<file path="src/rtl/frame_path_sequencer_if.sv">
// Pixel strobe, mode request and path-control bundle between the video
// front end and frame_path_sequencer.
interface frame_path_sequencer_if;
  logic       valid;
  logic [1:0] mode_req;
  logic       mode_req_en;
  logic       pass_valid;
  logic [9:0] rowcount;
  logic [9:0] colcount;
  logic       line_end;
  logic       frame_end;
  logic [1:0] mode_active;
  logic       sel_bypass;
  logic       sel_window;
  logic       path_reset;
  logic       busy;
  logic       mode_err;

  modport master (
    output valid, mode_req, mode_req_en,
    input  pass_valid, rowcount, colcount, line_end, frame_end,
    input  mode_active, sel_bypass, sel_window, path_reset, busy, mode_err
  );

  modport slave (
    input  valid, mode_req, mode_req_en,
    output pass_valid, rowcount, colcount, line_end, frame_end,
    output mode_active, sel_bypass, sel_window, path_reset, busy, mode_err
  );
endinterface

</file>
<file path="src/rtl/frame_path_sequencer.sv">
// Tracks pixel position, selects the video path mode and switches modes only
// at frame boundaries, flushing the path and blanking until a clean frame.
module frame_path_sequencer #(
  parameter int WIDTH        = 640,
  parameter int HEIGHT       = 480,
  parameter int DRAIN_CYCLES = 16,
  parameter int MODE_RESET   = 0
) (
  input  logic                  clock,
  input  logic                  reset,
  frame_path_sequencer_if.slave bus
);

  localparam logic [1:0] ST_RUN     = 2'd0;
  localparam logic [1:0] ST_PENDING = 2'd1;
  localparam logic [1:0] ST_DRAIN   = 2'd2;
  localparam logic [1:0] ST_SYNC    = 2'd3;

  localparam int              DW         = (DRAIN_CYCLES > 1) ? $clog2(DRAIN_CYCLES) : 1;
  localparam logic [9:0]      COL_LAST   = 10'(WIDTH - 1);
  localparam logic [9:0]      ROW_LAST   = 10'(HEIGHT - 1);
  localparam logic [DW-1:0]   DRAIN_LAST = DW'(DRAIN_CYCLES - 1);
  localparam logic [1:0]      MODE_INIT  = 2'(MODE_RESET);

  logic [1:0]    state_q, state_d;
  logic [9:0]    col_q, col_d;
  logic [9:0]    row_q, row_d;
  logic [1:0]    mode_q, mode_d;
  logic [1:0]    pend_q, pend_d;
  logic [DW-1:0] drain_q, drain_d;

  logic          pass_valid_q, pass_valid_d;
  logic [9:0]    rowcount_q, rowcount_d;
  logic [9:0]    colcount_q, colcount_d;
  logic          line_end_q, line_end_d;
  logic          frame_end_q, frame_end_d;
  logic          mode_err_q, mode_err_d;

  logic line_last;
  logic wrap_frame;
  logic req_legal;
  logic pass_en;

  assign line_last  = bus.valid && (col_q == COL_LAST);
  assign wrap_frame = line_last && (row_q == ROW_LAST);
  assign req_legal  = bus.mode_req_en && (bus.mode_req != 2'd3);
  assign pass_en    = (state_q == ST_RUN) || (state_q == ST_PENDING);

  // Position keeps counting in every state so frame alignment survives a switch.
  always_comb begin
    col_d = col_q;
    row_d = row_q;
    if (bus.valid) begin
      if (col_q == COL_LAST) begin
        col_d = 10'd0;
        row_d = (row_q == ROW_LAST) ? 10'd0 : row_q + 10'd1;
      end else begin
        col_d = col_q + 10'd1;
      end
    end
  end

  always_comb begin
    state_d = state_q;
    mode_d  = mode_q;
    pend_d  = pend_q;
    drain_d = drain_q;
    case (state_q)
      ST_RUN: begin
        if (req_legal && (bus.mode_req != mode_q)) begin
          pend_d  = bus.mode_req;
          state_d = ST_PENDING;
        end
      end
      ST_PENDING: begin
        // A request back to the active mode cancels, even on the frame wrap.
        if (req_legal && (bus.mode_req == mode_q)) begin
          state_d = ST_RUN;
        end else begin
          if (req_legal) begin
            pend_d = bus.mode_req;
          end
          if (wrap_frame) begin
            mode_d  = req_legal ? bus.mode_req : pend_q;
            drain_d = '0;
            state_d = ST_DRAIN;
          end
        end
      end
      ST_DRAIN: begin
        if (drain_q == DRAIN_LAST) begin
          state_d = ST_SYNC;
        end else begin
          drain_d = drain_q + DW'(1);
        end
      end
      ST_SYNC: begin
        if (wrap_frame) begin
          state_d = ST_RUN;
        end
      end
      default: state_d = ST_RUN;
    endcase
  end

  always_comb begin
    pass_valid_d = bus.valid && pass_en;
    rowcount_d   = row_q;
    colcount_d   = col_q;
    line_end_d   = line_last;
    frame_end_d  = wrap_frame;
    mode_err_d   = bus.mode_req_en && (bus.mode_req == 2'd3);
  end

  always_ff @(posedge clock) begin
    if (reset) begin
      state_q      <= ST_RUN;
      col_q        <= 10'd0;
      row_q        <= 10'd0;
      mode_q       <= MODE_INIT;
      pend_q       <= 2'd0;
      drain_q      <= '0;
      pass_valid_q <= 1'b0;
      rowcount_q   <= 10'd0;
      colcount_q   <= 10'd0;
      line_end_q   <= 1'b0;
      frame_end_q  <= 1'b0;
      mode_err_q   <= 1'b0;
    end else begin
      state_q      <= state_d;
      col_q        <= col_d;
      row_q        <= row_d;
      mode_q       <= mode_d;
      pend_q       <= pend_d;
      drain_q      <= drain_d;
      pass_valid_q <= pass_valid_d;
      rowcount_q   <= rowcount_d;
      colcount_q   <= colcount_d;
      line_end_q   <= line_end_d;
      frame_end_q  <= frame_end_d;
      mode_err_q   <= mode_err_d;
    end
  end

  assign bus.pass_valid  = pass_valid_q;
  assign bus.rowcount    = rowcount_q;
  assign bus.colcount    = colcount_q;
  assign bus.line_end    = line_end_q;
  assign bus.frame_end   = frame_end_q;
  assign bus.mode_active = mode_q;
  assign bus.sel_bypass  = (mode_q == 2'd0);
  assign bus.sel_window  = (mode_q == 2'd2);
  assign bus.path_reset  = (state_q == ST_DRAIN);
  assign bus.busy        = (state_q != ST_RUN);
  assign bus.mode_err    = mode_err_q;

endmodule

</file>
<file path="src/flat_wrapper.sv">
// flat-port wrapper written by rule: the top's interface ports become plain ports
module frame_path_sequencer_flat 
#(
  parameter int WIDTH        = 640,
  parameter int HEIGHT       = 480,
  parameter int DRAIN_CYCLES = 16,
  parameter int MODE_RESET   = 0
)
  (clock, reset, bus_valid, bus_mode_req, bus_mode_req_en, bus_pass_valid, bus_rowcount, bus_colcount, bus_line_end, bus_frame_end, bus_mode_active, bus_sel_bypass, bus_sel_window, bus_path_reset, bus_busy, bus_mode_err);
  frame_path_sequencer_if bus_i ();
  input  logic clock;
  input  logic reset;
  input wire logic [$bits(bus_i.valid)-1:0] bus_valid;
  input wire logic [$bits(bus_i.mode_req)-1:0] bus_mode_req;
  input wire logic [$bits(bus_i.mode_req_en)-1:0] bus_mode_req_en;
  output wire logic [$bits(bus_i.pass_valid)-1:0] bus_pass_valid;
  output wire logic [$bits(bus_i.rowcount)-1:0] bus_rowcount;
  output wire logic [$bits(bus_i.colcount)-1:0] bus_colcount;
  output wire logic [$bits(bus_i.line_end)-1:0] bus_line_end;
  output wire logic [$bits(bus_i.frame_end)-1:0] bus_frame_end;
  output wire logic [$bits(bus_i.mode_active)-1:0] bus_mode_active;
  output wire logic [$bits(bus_i.sel_bypass)-1:0] bus_sel_bypass;
  output wire logic [$bits(bus_i.sel_window)-1:0] bus_sel_window;
  output wire logic [$bits(bus_i.path_reset)-1:0] bus_path_reset;
  output wire logic [$bits(bus_i.busy)-1:0] bus_busy;
  output wire logic [$bits(bus_i.mode_err)-1:0] bus_mode_err;
  assign bus_i.valid = bus_valid;
  assign bus_i.mode_req = bus_mode_req;
  assign bus_i.mode_req_en = bus_mode_req_en;
  assign bus_pass_valid = bus_i.pass_valid;
  assign bus_rowcount = bus_i.rowcount;
  assign bus_colcount = bus_i.colcount;
  assign bus_line_end = bus_i.line_end;
  assign bus_frame_end = bus_i.frame_end;
  assign bus_mode_active = bus_i.mode_active;
  assign bus_sel_bypass = bus_i.sel_bypass;
  assign bus_sel_window = bus_i.sel_window;
  assign bus_path_reset = bus_i.path_reset;
  assign bus_busy = bus_i.busy;
  assign bus_mode_err = bus_i.mode_err;
  frame_path_sequencer #(.WIDTH(WIDTH), .HEIGHT(HEIGHT), .DRAIN_CYCLES(DRAIN_CYCLES), .MODE_RESET(MODE_RESET)) u_core (.clock(clock), .reset(reset), .bus(bus_i));
endmodule
</file>
<file path="config.mk">
export PLATFORM = sky130hd
export DESIGN_NAME = frame_path_sequencer_flat
export DESIGN_NICKNAME = d
export VERILOG_FILES = /design/src/rtl/frame_path_sequencer_if.sv /design/src/rtl/frame_path_sequencer.sv /design/src/flat_wrapper.sv
export SDC_FILE = /design/constraint.sdc
export NUM_CORES = 1
export LEC_CHECK = 0
export CORE_MARGIN = 3
export CORE_UTILIZATION = 25
export DETAILED_ROUTE_END_ITERATION = 10
export DONT_BUFFER_PORTS = 1
export SKIP_CTS_REPAIR_TIMING = 1
export SLEW_MARGIN = 20
export SYNTH_ARGS = -nofsm -noshare
export SYNTH_HDL_FRONTEND = slang
export SYNTH_SLANG_ARGS = --single-unit
</file>
<file path="constraint.sdc">
create_clock -name clock -period 1.75 [get_ports clock]
set_clock_uncertainty 0.05 [all_clocks]
set_input_delay 0.35 -clock clock [delete_from_list [all_inputs] [get_ports clock]]
set_output_delay 0.35 -clock clock [all_outputs]
set_load 0.05 [all_outputs]
</file>
==> metrics.md <==
| Metric | Value |
|---|---|
| DRC Markers | 0 |
| Number of global-route vias before repair | 1538 |
| Worst stage delay on the critical path | ~0.5 ns |
| Synth Area in Adders | 0.0169 |
| Layout Cells excl Fill | 361 |
| Die Y | between 100 and 150 um |
| Ant diodes | 0 |
| Mapped Nets | 237 |
| Die X-Extent | between 100 and 150 um |
| Initial Util | 0.264 |
| First-pass GRT wire length | 7.53 mm |
| Largest family of logic cells by synthesized area | simple AND/OR/NAND/NOR gates |
| CTS sink count | 54 |
| Drt total wl | around 4.6 mm |
| WL/cell | around 13 um |
| HPWL after DPL | approximately 3.3 mm |
| Vias per Instance | 4.48 |
| Antenna violations before repair | 0 |
| Hold path depth | 1 |
| R2r worst-path depth | 6 |
| Drt first pass iters | 4 |
| Global route overflow | 0 |
| Mux share of post-synthesis cell area | 0.0141 |
| WS Path Type | reg2out |
| Reg2Reg Setup Slack | about 0.10 ns |
| Cell at the slowest stage of the critical path | dfxtp_1 |
| Total vias in the final route | ~1600 |
| Synth Register Bits | 54 |
| Initial DRC Count | 40 |
| Crit path from | u_core.state_q[0] |
| Final Hold Viols | 0 |
| CTS tree | done |
| CP Launch Type | register |
| Max-Cap Viols | 0 |
| Area delta synth->final | 22.1% |
| Core area | 8420 um2 |
| VDD IR max | approximately 320 uV |
| Root Buffer | clkbuf_8 |
| Gate Count Post-Synth | approximately 230 |
| Req. time, crit path | approximately 1.4 ns |
| Clock-pin slew on the worst setup and hold paths | roughly 0.1 ns |
| Final worst-path cycle share | 0.956 |
| Syn Area/Cell | roughly 10 um2 |
| Largest fanout on the critical path | 9 |
| Post-synth cell types | 44 |
| Die ar. | between 10000 and 15000 um2 |
| Synth async-reset ratio | 0 |
| Post-synth EDFFs | 0 |
| Xor and xnor area share after synthesis | 0.0669 |
| Simple-gate area share of the yosys netlist | 0.300 |
| Status | finished clean |
| Hold Startpoint | reset |
| Slew Limit Fails | 0 |
| Register area share after synthesis | 0.486 |
| ANT nets after route | 0 |
| WP buf/inv | 2 |
| Slew HR | 0.669 |
| Synth Flop Type | dfxtp_1 |
| GPL Wtd Cong | 0.808 |
| Syn. warnings | 0 |
| Clk buf depth | 2 |
| Min-delay worst type | in2reg |
| GRT Util Overall | 0.0957 |
| Total power | around 2.1 mW |
| Post-route minimum period | between 1.5 and 2 ns |
| Total CTS buffers | 5 |
| Setup WS post-layout | approximately 0.077 ns |
| PwrDens | ~800 nW/um2 |
| I/O Buffers | 0 |
| # rows | 33 |
| Post-synthesis compound-gate area fraction | 0.0927 |
| Critical Path End Type | primary output |
| Area of the mapped netlist | 2230 um2 |
| FF-to-FF Start | u_core.row_q[1] |
| Largest net degree at the start of global routing | 45 |
| Share of cells above drive strength 1 | 0.242 |
| Top achievable clock speed | ~600 MHz |
| Number of nets in the layout | about 260 |
| Max H-tree Level | 2 |
| IO Pins | 36 |
| Placed cells | 350 |
| Place WS | ~0.037 ns |
| Worst path cell trace | nand2b_1 > inv_1 > buf_4 |
| Least-Margin Pin Slew | a little under 0.5 ns |
| Worst skew pair latency | between 0.3 and 0.4 ns |
| Lkg Pwr | between 1 and 1.5 nW |
| Crit path max-delay family | flip-flops |
| Critical R2R Capture | u_core.bus.mode_active[1] |
| RSZ-0062 raised after global routing | true |
| Critical Path AT | roughly 1.3 ns |
| Final setup fails | 0 |
area by class of cell:
class | count | area [um2]
multi-input cells | 161 | 1170
well taps | 105 | 131
clock buffers | 6 | 82.6
flip-flops and latches | 54 | 1090
clock inverters | 2 | 17.5
inverters | 5 | 18.8
repair buffers | 28 | 210
fillers | 899 | 5700
synth_stat cells (3+ instances only):
library cell,number,area [um2]
a211oi_1,3,22.5
xor2_1,11,96.3
nand3_1,7,35.0
nand2b_1,6,37.5
nand4_1,4,25.0
a21oi_1,7,35.0
nand2_1,9,33.8
ha_1,3,37.5
nor3_1,5,25.0
xnor2_1,6,52.6
buf_2,3,15.0
o21a_1,5,37.5
nor2b_1,27,169
dfxtp_1,54,1080
clkbuf_1,5,18.8
inv_1,5,18.8
o21ai_0,3,15.0
nor2_1,29,109
cells in the final DEF (no fill, tap or decap), drive strengths merged, types with 3 or more instances in the layout:
cell     n
nand2    9
inv      5
or2      3
clkbuf   6
o21ai    4
nor4     4
a211oi   3
nand4    4
a31oi    3
nand3    9
xnor2    6
a21oi    7
xor2    11
ha       3
nor3     7
nand2b   6
nor2b   27
nor2    29
buf     28
dfxtp   54
o21a     5
flip-flops by register name, indices dropped and copies added, names as in the netlist, named ones only:
signal	count
u_core.bus.line_end	1
u_core.bus.colcount	10
u_core.bus.rowcount	10
u_core.bus.frame_end	1
u_core.bus.mode_active	2
u_core.bus.pass_valid	1
u_core.state_q	1
u_core.drain_q	4
u_core.bus.mode_err	1
u_core.pend_q	2
u_core.row_q	10
u_core.col_q	10
how the worst max path moves through the flow:
| stage | end | slack, ns | cells past startpoint |
|---|---|---|---|
| 4_1_cts | u_core.drain_q[3] | 0.01 | 6 |
| 2_1_floorplan | u_core.drain_q[3] | 0.05 | 6 |
| 6_report | bus_path_reset | 0.08 | 3 |
| 3_3_place_gp | u_core.drain_q[3] | 0.1 | 6 |
| 3_5_place_dp | u_core.drain_q[3] | 0.04 | 6 |
| 5_1_grt | u_core.bus.mode_active[1] | -0.02 | 5 |
report_power, final:
group | switching [mW] | internal [mW] | total, mW
Combinational | 0.0502 | 0.0486 | 0.0988
Sequential | 0.0244 | 1.24 | 1.27
Clock | 0.425 | 0.327 | 0.751
metal layers:
| metal | wire [um] | GRT usage |
|---|---|---|
| met2 | 2040 | 0.137 |
| met4 | 66 | 0.0352 |
| met3 | 279 | 0.0431 |
| met5 | 0 | 0 |
| met1 | 2230 | 0.126 |
cell families (layout without fill, tap and decap cells):
logic type / count (synthesis) / after routing
multiplexers: 3 / 3
AND/OR/NAND/NOR: 110 / 110
buffers and inverters: 13 / 41
adder cells (fa/ha/maj): 3 / 3
AO/OA/AOI/OAI: 28 / 28
flip-flops: 54 / 54
XOR/XNOR: 17 / 17
through the flow:
step	utilization	hold WS, ns	cell area (um2)	TNS [ns]
after detailed placement	0.300	0.380	2520	0
after global routing	0.323	0.0159	2720	-0.0414
after global placement	0.300	0.372	2520	0
after floorplan	-	0.421	2240	0
after CTS	0.311	0.0258	2620	0
final	0.323	0.0444	2720	0
(Power assumes the default switching activity.)
